<file path="src/rtl/retire_stage_pkg.sv">
// Shared types and constants for the in-order retire stage.
package retire_stage_pkg;

  localparam int unsigned XLEN        = 32;
  localparam int unsigned ROB_TAG_LEN = 4;
  localparam int unsigned REG_IDX_W   = 5;
  localparam int unsigned MEM_SIZE_W  = 3;

  typedef logic [31:0] INST;

  localparam logic [REG_IDX_W-1:0] ZERO_REG = 5'd0;
  localparam INST                  WFI_INST = 32'h1050_0073;

  typedef struct packed {
    logic                  valid;
    logic [XLEN-1:0]       NPC;
    INST                   inst;
    logic                  wr_mem;
    logic [REG_IDX_W-1:0]  dest_reg;
    logic [XLEN-1:0]       dest_addr;
    logic [XLEN-1:0]       value;
    logic [MEM_SIZE_W-1:0] mem_size;
    logic                  value_ready;
    logic                  address_ready;
  } ROB_ENTRY;

  typedef enum logic [1:0] {
    IDLE    = 2'd0,
    ST_WAIT = 2'd1,
    HALTED  = 2'd2
  } retire_state_e;

endpackage

</file>
<file path="src/rtl/retire_stage.sv">
// Retires the ROB head: register writeback and map-table clear for ALU ops,
// a held store handshake for memory writes, and a sticky halt on WFI.
module retire_stage
  import retire_stage_pkg::*;
(
  input  logic                   clock,
  input  logic                   reset,
  input  ROB_ENTRY               head_entry,
  input  logic [ROB_TAG_LEN-1:0] head_tag,
  input  logic                   head_ready,
  output logic                   retire_en,
  output logic                   rf_wr_en,
  output logic [REG_IDX_W-1:0]   rf_wr_idx,
  output logic [XLEN-1:0]        rf_wr_data,
  output logic                   mt_clr_valid,
  output logic [REG_IDX_W-1:0]   mt_clr_reg,
  output logic [ROB_TAG_LEN-1:0] mt_clr_tag,
  output logic                   mem_req,
  output logic [XLEN-1:0]        mem_addr,
  output logic [XLEN-1:0]        mem_data,
  output logic [MEM_SIZE_W-1:0]  mem_size,
  input  logic                   mem_ack,
  output logic                   halted,
  output logic [63:0]            retired_count,
  output logic [31:0]            store_count
);

  retire_state_e state_q, state_d;
  logic          latch_store;
  logic          store_done;
  logic          head_go;

  // Readiness is carried by head_ready; these per-field flags are informational only.
  logic unused_fields;
  assign unused_fields = ^{head_entry.NPC, head_entry.value_ready, head_entry.address_ready};

  assign head_go = head_entry.valid && head_ready;

  always_comb begin
    state_d      = state_q;
    retire_en    = 1'b0;
    rf_wr_en     = 1'b0;
    rf_wr_idx    = ZERO_REG;
    rf_wr_data   = '0;
    mt_clr_valid = 1'b0;
    mt_clr_reg   = ZERO_REG;
    mt_clr_tag   = '0;
    latch_store  = 1'b0;
    store_done   = 1'b0;
    if (!reset) begin
      unique case (state_q)
        IDLE: begin
          if (head_go) begin
            if (head_entry.inst == WFI_INST) begin
              retire_en = 1'b1;
              state_d   = HALTED;
            end else if (head_entry.wr_mem) begin
              latch_store = 1'b1;
              state_d     = ST_WAIT;
            end else begin
              retire_en    = 1'b1;
              rf_wr_en     = (head_entry.dest_reg != ZERO_REG);
              rf_wr_idx    = head_entry.dest_reg;
              rf_wr_data   = head_entry.value;
              mt_clr_valid = (head_entry.dest_reg != ZERO_REG);
              mt_clr_reg   = head_entry.dest_reg;
              mt_clr_tag   = head_tag;
            end
          end
        end
        ST_WAIT: begin
          // Head contents are ignored here; the store runs on the registered payload.
          if (mem_ack) begin
            retire_en  = 1'b1;
            store_done = 1'b1;
            state_d    = IDLE;
          end
        end
        HALTED: begin
          state_d = HALTED;
        end
        default: begin
          state_d = IDLE;
        end
      endcase
    end
  end

  always_ff @(posedge clock) begin
    if (reset) begin
      state_q       <= IDLE;
      mem_req       <= 1'b0;
      mem_addr      <= '0;
      mem_data      <= '0;
      mem_size      <= '0;
      halted        <= 1'b0;
      retired_count <= '0;
      store_count   <= '0;
    end else begin
      state_q <= state_d;
      halted  <= (state_d == HALTED);
      if (latch_store) begin
        mem_req  <= 1'b1;
        mem_addr <= head_entry.dest_addr;
        mem_data <= head_entry.value;
        mem_size <= head_entry.mem_size;
      end
      if (store_done) begin
        mem_req     <= 1'b0;
        store_count <= store_count + 32'd1;
      end
      if (retire_en) begin
        retired_count <= retired_count + 64'd1;
      end
    end
  end

endmodule

</file>
<file path="config.mk">
export PLATFORM = sky130hd
export DESIGN_NAME = retire_stage
export DESIGN_NICKNAME = d
export VERILOG_FILES = /design/src/rtl/retire_stage_pkg.sv /design/src/rtl/retire_stage.sv
export SDC_FILE = /design/constraint.sdc
export NUM_CORES = 1
export LEC_CHECK = 0
export CAP_MARGIN = 40
export CORE_MARGIN = 8
export CORE_UTILIZATION = 41
export CTS_BUF_LIST = sky130_fd_sc_hd__clkbuf_16
export CTS_CLUSTER_DIAMETER = 40
export DETAILED_ROUTE_END_ITERATION = 12
export PLACE_DENSITY = 0.82
export SETUP_SLACK_MARGIN = 0.15
export SLEW_MARGIN = 20
export SYNTH_ARGS = -nofsm -noshare
export SYNTH_HDL_FRONTEND = slang
export SYNTH_SLANG_ARGS = --single-unit
</file>
<file path="constraint.sdc">
create_clock -name clock -period 3 [get_ports clock]
set_input_delay 0.45 -clock clock [delete_from_list [all_inputs] [get_ports clock]]
set_output_delay 0.45 -clock clock [all_outputs]
set_load 0.005 [all_outputs]
</file>
After elaboration in Yosys (flattened, before gate mapping)

Cells that the tools add are included.

Memory bits (read-only): 0
Memories kept: 0
Output and inout port bits: 214
Memory bits (writable): 0
Latch bits: 0
Bits of input ports: 148
Logic and storage cells: 57
Flip-flop bits (word level): 167

Reduce and logical (&&, ||, !) cells: 4
Multiply operators: 0
Add/sub/neg operators: 2
Div/mod/pow operators: 0
Magnitude comparators: 0
Bitwise logic cells: 0
Multiplexer cells: 39
Shift-type cells: 0
Equal/unequal tests: 4

Operator list:

| operator                                               | number |
|---|---|
| 2-to-1 mux 32 bit                                      | 5 |
| adder 64 x 1 -> 64 bit (second input constant)         | 1 |
| adder 32 x 1 -> 32 bit (second input constant)         | 1 |
| equality test 32 x 29 -> 1 bit (second input constant) | 1 |
| 2-to-1 mux 5 bit                                       | 5 |
| 2-to-1 mux 4 bit                                       | 5 |
| 2-to-1 mux 1 bit                                       | 17 |
| 2-to-1 mux 2 bit                                       | 5 |
| case mux 2 bit (3 select lines)                        | 1 |
| nonzero test 5 bit                                     | 1 |
| equality test 2 bit (second input constant)            | 2 |
| equality test 2 x 1 -> 1 bit (second input constant)   | 1 |
| logical NOT 2 bit                                      | 1 |
| case mux 1 bit (2 select lines)                        | 1 |
| OR reduction 2 bit                                     | 1 |
| logical AND 1 bit                                      | 1 |

Depth between registers and ports, before layout

Gate-level depths: netlist (run 1).

Word-level depth: 6
Depth in mapped cells: 9
Gate-level depth less buffers: 7

Worst setup path before layout (run 1)

OpenSTA, ideal clock, no wires.

Path kind: reg2reg
Start point: register retired_count[16]
End point: register retired_count[53]
Data arrival time: 2432 ps
Required time: 2930 ps
Buffers on the path: 0
Period minus slack after synthesis: 2502 ps
Setup slack: 498 ps
Cell stages (with the launch flop): 7
Setup time: 70 ps
Path through: dfxtp_1 nand4_2 or4b_4 nor4_4 o2111ai_1 or4_1 a21oi_1

Word-level cells in the longest chain between the ends: 1

Ends and longest elaborated chain:

| item                   | line                | RTL |
|---|---|---|
| start, declared        | retire_stage.sv:24  | `output logic [63:0] retired_count,` |
| start signal, assigned | retire_stage.sv:113 | `retired_count <= retired_count + 64'd1;` |
| adder 64 x 1 -> 64 bit | retire_stage.sv:113 |  |

No other way between the ends.
A chain may end at the register's enable or synchronous reset.

Worst setup path after layout (run 1)

Start point: input head_entry[95] (netlist name)
End point: output rf_wr_data[15]

Word-level cells in the longest chain between the ends: 5

Ends and longest elaborated chain:

| item                           | line               | RTL |
|---|---|---|
| start, declared                | retire_stage.sv:8  | `input ROB_ENTRY head_entry,` |
| equality test 32 x 29 -> 1 bit | retire_stage.sv:54 | `if (head_entry.inst == WFI_INST) begin` |
| 2-to-1 mux 32 bit              | retire_stage.sv:54 |  |
| 2-to-1 mux 32 bit              | retire_stage.sv:53 | `if (head_go) begin` |
| 2-to-1 mux 32 bit              | retire_stage.sv:51 | `unique case (state_q)` |
| 2-to-1 mux 32 bit              | retire_stage.sv:50 | `if (!reset) begin` |
| end, declared                  | retire_stage.sv:14 | `output logic [XLEN-1:0] rf_wr_data,` |

No other way between the ends.

==> run summary, run 1 <==
Reg2Reg Capture Point = retired_count[51]
Placement Cell Area = 11,040 µm²
Setup CP Type = primary input to output port
Worst-margin pin slew = 0.5969 ns
Antenna violations before repair = 0
ANT nets after route = 0
Vias in the first global route = 7,271
Final setup fails = 0
H-tree depth = 4
Achievable frequency = 346.5 MHz
Drt wl/cell = 17.71 µm
CP Launch Type = primary input
Post-synthesis sequential area ratio = 0.4521
Post-synthesis adder-cell area fraction = 0.003384
Via count = 7,697
Worst vdd ir = 437.6 µV
Chip height = 150.3 µm
Lkg Pwr = 0.004408 µW
Count leader, synth = nand2_1
Final routed DRC violation total = 0
Boundary Pins = 362
CP peak stage delay = 0.49 ns
# diodes = 0
Min-delay worst type = register to register
First-pass DRT Iterations = 5
Largest fanout on the critical path = 5
Final Max Tran Viols = 0
Synth area leader = dfxtp_1
Post-Syn Nets = 1,062
Post-synth EDFFs = 0
Post-synth ARST share = 0
Total gr overflow = 0
Mux share of post-synthesis cell area = 0.002876
Final Net Count = 1,393
Reg-to-reg slack, setup = 0.31 ns
Critical path arrival = 2.44 ns
Overall die width = 150.3 µm
TritonCTS Buffers = 17
CP endpoint = rf_wr_data[15]
Die area = 22,590 µm²
Synth-to-layout area growth = 60.49%
Unrepaired setup endpoints after global routing = true
Worst r2r path cells = 7
Status = complete, no violations
Post-Syn Instances = 912
Layout cells sized above 1 = 0.08201
Port-buffer cells = 327
Worst setup path startpoint = head_entry[95]
Crit path cell chain = clkdlybuf4s50_1 -> nor4bb_4 -> nand2_2 -> nor3_4 -> nor4_4 -> buf_4 -> buf_6 -> and2_1 -> dlygate4sd2_1
Top_reg_cell synth = dfxtp_1
Pin count of the biggest net entering global routing = 83
Largest family of logic cells by synthesized area = simple AND/OR/NAND/NOR gates
Synth Area in Compound Gates = 0.1284
XOR/XNOR share of the synthesized area = 0.07462
Synth warn = 0
Main area contributors after synthesis = dfxtp_1 45%, nand2_1 8.6%, a21oi_1 6.6%, xor2_1 5.8%, nor2_1 4.4%
Skew final = 0.008664 ns
CTS tree = built
Skew-Pair Late Insertion Delay = 0.42 ns
Gpl congestion = 0.9305
Hold Fails Final Rpt = 0
Initial Util = 0.4145
Final min period = 2.886 ns
Finished Core Util = 0.6652
Max cap viols = 0
Cell variety after synth = 46
CTS clk-pin slew, worst paths = 0.06 ns
Overall routed net length = 26,310 µm
Cell Pwr Density = 402.5 nW/µm²
Sink Count = 167
Simple-gate share of the synthesized area = 0.3019
Reg-to-Reg Start = retired_count[17]
Hold_ws = 0.4529 ns
Synth top cells by count = 170 x nand2_1, 167 x dfxtp_1, 98 x a21oi_1, 87 x nor2_1, 49 x xor2_1
Maximum clock path buffer count = 2
#FFs+latches synth = 167
Final TNS setup = 0 ns
GRT Total Usage = 0.2154
Yosys top cell area share = 0.4521
Mapped Area = 7395 µm²
Via density per instance = 5.183
Core area = 17,840 µm²
Row cnt = 49
Fill cell total of the finished layout = 1,469
# hold bufs at CTS = 0
Syn Area/Cell = 8.108 µm²
Initial DRC count = 404
Max_slew headroom = 0.6021
Slowest-stage cell, CP = clkdlybuf4s50_1
CTS root buffer = clkbuf_16
Tcrit/Tclk final = 0.9621
Post-DP HPWL = 19,280 µm
Global-route wire length before repair = 39,030 µm
Worst Setup End Kind = output port
CP required = 2.55 ns
Fin area = 11,870 µm²
==> worst max-delay path, delay by kind of cell <==
kind	cells	cell delay (ns)
AND/OR/NAND/NOR	5	0.92
buffers and inverters	4	1.06
==> where the power goes <==
group | switching (µW) | leakage, µW | total (µW) | internal [µW]
clock network | 908 | 0.000281 | 2140 | 1230
logic | 165 | 0.00278 | 389 | 224
registers | 12.6 | 0.00135 | 2250 | 2240
total | 1090 | 0.00441 | 4780 | 3690
==> timing repair <==
| item | CTS | global route |
|---|---|---|
| hold endpoints to repair | 0 | 0 |
| setup buffers | 4 | 1 |
| setup endpoints to repair | 49 | 47 |
| pin swaps | 5 | 12 |
| cloned | 1 | 3 |
| resized for setup | 78 | 67 |
==> stage by stage <==
step | total power [µW] | setup slack, ns | cells
floorplan | 2405 | 0.4978 | 912
global placement | 2669 | -0.1050 | 1443
CTS | 4808 | 0.09580 | 1480
global route | 4953 | 0.02551 | 1485
finish | 4777 | 0.1136 | 1485
detailed placement | 2674 | -0.1678 | 1443
==> logic make-up (layout without fill, tap and decap cells) <==
kind of cell	after synthesis	count (layout)
fa+ha+maj	2	2
flops	167	167
simple gates	446	446
buf+inv	66	410
xor+xnor	63	63
mux	2	2
compound gates	166	166
==> sequential cells by signal, summed over array words and instances (netlist names) <==
signal         cells
retired_count     64
mem_addr          32
mem_data          32
store_count       32
mem_size           3
state_q            2
halted             1
mem_req            1
==> worst min-delay path by stage <==
stage	slack, ns	cells after the start	endpoint	start
3_3_place_gp	0.44	2	mem_addr[30]	mem_addr[30]
6_report	0.45	2	mem_addr[31]	mem_addr[31]
5_1_grt	0.47	2	mem_addr[29]	mem_addr[29]
4_1_cts	0.45	2	mem_addr[31]	mem_addr[31]
2_1_floorplan	0.45	2	mem_addr[0]	mem_addr[0]
3_5_place_dp	0.45	2	mem_addr[31]	mem_addr[31]
==> metal layers <==
layer / GRT usage / wire length [µm] / vias up
met5: 0 / 0 / -
met4: 0.08346 / 709 / 0
met3: 0.04569 / 1525 / 42
met2: 0.3626 / 13320 / 216
met1: 0.2641 / 10750 / 3619
li1: - / - / 3820
==> area by class of cell <==
type / count / area, µm² / area share
clock buffers: 17 / 425.4 / 0.03585
clock inverters: 15 / 152.6 / 0.01286
well taps: 229 / 286.5 / 0.02414
inverters: 9 / 33.78 / 0.002847
multi-input cells: 679 / 3906 / 0.3292
repair buffers: 369 / 3720 / 0.3134
flip-flops and latches: 167 / 3343 / 0.2817
==> layout by cell type, fill, tap and decap left out, types with 29 or more instances in the layout <==
master	n
nor2_1	87
a21oi_1	98
dfxtp_1	167
xor2_1	49
clkdlybuf4s50_1	251
and2_1	41
o21ai_0	31
clkdlybuf4s15_1	29
nand2_1	168
buf_4	31
Power figures use the tool's default switching activity.
==> run 2, diff against run 1 <==
==> constraint.sdc (replaced) <==
create_clock -name clock -period 2.7 [get_ports clock]
set_input_delay 0.405 -clock clock [delete_from_list [all_inputs] [get_ports clock]]
set_output_delay 0.405 -clock clock [all_outputs]
set_load 0.005 [all_outputs]
==> run summary, run 2 (same netlist as run 1, synthesis figures left out) <==
Status = complete, no violations
Synth-to-layout area growth = 61.00%
Drt wl/cell = 18.17 µm
Placement Cell Area = 11,210 µm²
Final routed DRC violation total = 0
Achievable frequency = 397.6 MHz
Slowest-stage cell, CP = nor3_4
Pin count of the biggest net entering global routing = 64
Via count = 7,993
Max reg flops = 64
Core area = 17,840 µm²
Tcrit/Tclk final = 0.9315
Overall routed net length = 27,420 µm
Maximum clock path buffer count = 2
Register name with the most flops = retired_count
Layout cells sized above 1 = 0.1274
Setup CP Type = primary input to output port
Chip height = 150.3 µm
Antenna violations before repair = 1
Die area = 22,590 µm²
CTS root buffer = clkbuf_16
Total gr overflow = 0
Row cnt = 49
Worst-margin pin slew = 0.7160 ns
Min-delay worst type = register to register
Global-route wire length before repair = 40,980 µm
TritonCTS Buffers = 17
Leading cell type in the layout, fill and taps excluded = clkdlybuf4s50_1
CP Launch Type = primary input
Final setup fails = 0
# hold bufs at CTS = 0
Fin area = 11,910 µm²
Gpl congestion = 0.8901
CTS clk-pin slew, worst paths = 0.06 ns
Max cap viols = 0
Max_slew headroom = 0.5214
Post-DP HPWL = 19,840 µm
CP required = 2.30 ns
Final Net Count = 1,416
Port-buffer cells = 327
Crit path cell chain = dlygate4sd2_1 -> nor4_2 -> nand2_1 -> nor3_4 -> nor4_4 -> buf_6 -> buf_12 -> buf_16 -> and2_1 -> buf_2
Via density per instance = 5.297
First-pass DRT Iterations = 4
H-tree depth = 4
Sink Count = 167
Unrepaired setup endpoints after global routing = false
Worst vdd ir = 418.7 µV
GRT Total Usage = 0.2275
Critical path arrival = 2.11 ns
Skew final = 0.008126 ns
Boundary Pins = 362
Initial DRC count = 428
CP peak stage delay = 0.30 ns
Overall die width = 150.3 µm
Multi-input gate area = 3926 µm²
Register Area = 3352 µm²
Lkg Pwr = 0.004366 µW
Largest fanout on the critical path = 5
Hold Fails Final Rpt = 0
Post-Layout Cell Count = 1,509
Worst setup margin = 0.1849 ns
Initial Util = 0.4145
Final min period = 2.515 ns
ANT nets after route = 0
Skew-Pair Late Insertion Delay = 0.42 ns
Vias in the first global route = 7,602
Inst Count DP = 1,462
Cell Pwr Density = 433.5 nW/µm²
Final Max Tran Viols = 0
CTS tree = built
Post-place setup slack = -0.4514 ns
Worst Setup End Kind = output port
Fill cell total of the finished layout = 1,500
Commonest cells after routing, fill and taps aside = 243 x clkdlybuf4s50_1, 170 x nand2_1, 162 x dfxtp_1, 98 x a21oi_1, 87 x nor2_1
[run 2: changes by cell type in the layout (fill, tap and decap cells not counted), sizes merged]
cell | before | now
buf | 47 | 85
bufinv | 2 | 0
clkbuf | 19 | 36
clkdlybuf4s15 | 29 | 22
clkdlybuf4s50 | 251 | 243
clkinvlp | 2 | 4
diode | 0 | 1
dlygate4sd2 | 23 | 20
dlymetal6s2s | 17 | 3
[run 2: final cells by class]
class,count,share of cell area
timing repair buffer,392,0.3171
inverter,9,0.002838
sequential,167,0.2816
clock buffer,17,0.03573
clock inverter,15,0.008723
antenna,1,0.0002102
tap,229,0.02407
multi-input combinational,679,0.3298
[run 2: worst max-delay path: cells and delay by family]
family                 cells  cell delay, ns
AND/OR/NAND/NOR            5            0.92
buffers and inverters      5            0.76
[run 2: report_power, final]
part           total, µW  internal [µW]  leakage (µW)  switching, µW
clock network       2220           1180      0.000253           1050
registers           2500           2480       0.00135           14.3
logic                438            249       0.00276            188
[run 2: layer usage]
layer / wire, µm / track usage / up-vias
met2: 13900 / 0.3926 / 278
met1: 10940 / 0.2710 / 3817
met5: 0 / 0 / -
met4: 693 / 0.07496 / 0
li1: - / - / 3852
met3: 1878 / 0.05651 / 46
[run 2: worst paths after layout]
check / from / to / slack [ns] / cells past startpoint
max: head_entry[96] / rf_wr_data[27] / 0.18 / 10
min: mem_addr[30] / mem_addr[30] / 0.45 / 2
max reg2reg: retired_count[15] / retired_count[53] / 0.27 / 7
min reg2reg: mem_addr[30] / mem_addr[30] / 0.45 / 2
[run 2: through the flow]
| step | total power (µW) | utilization | hold WS [ns] | TNS [ns] |
|---|---|---|---|---|
| 3_5_place_dp | 2983 | 0.6281 | 0.4455 | -27.18 |
| 2_1_floorplan | 2672 | - | 0.4527 | 0 |
| 3_3_place_gp | 2974 | 0.6266 | 0.4407 | -17.44 |
| 5_1_grt | 5338 | 0.6673 | 0.4703 | 0 |
| 6_report | 5160 | 0.6673 | 0.4528 | 0 |
| 4_1_cts | 5194 | 0.6678 | 0.4551 | 0 |
[run 2: what timing repair did]
action	in CTS	in global routing
endpoints found under the hold margin	0	0
gates resized for setup	198	41
setup buffers	6	2
pin swaps	10	11
gates cloned	5	1
endpoints found under the setup margin	57	64
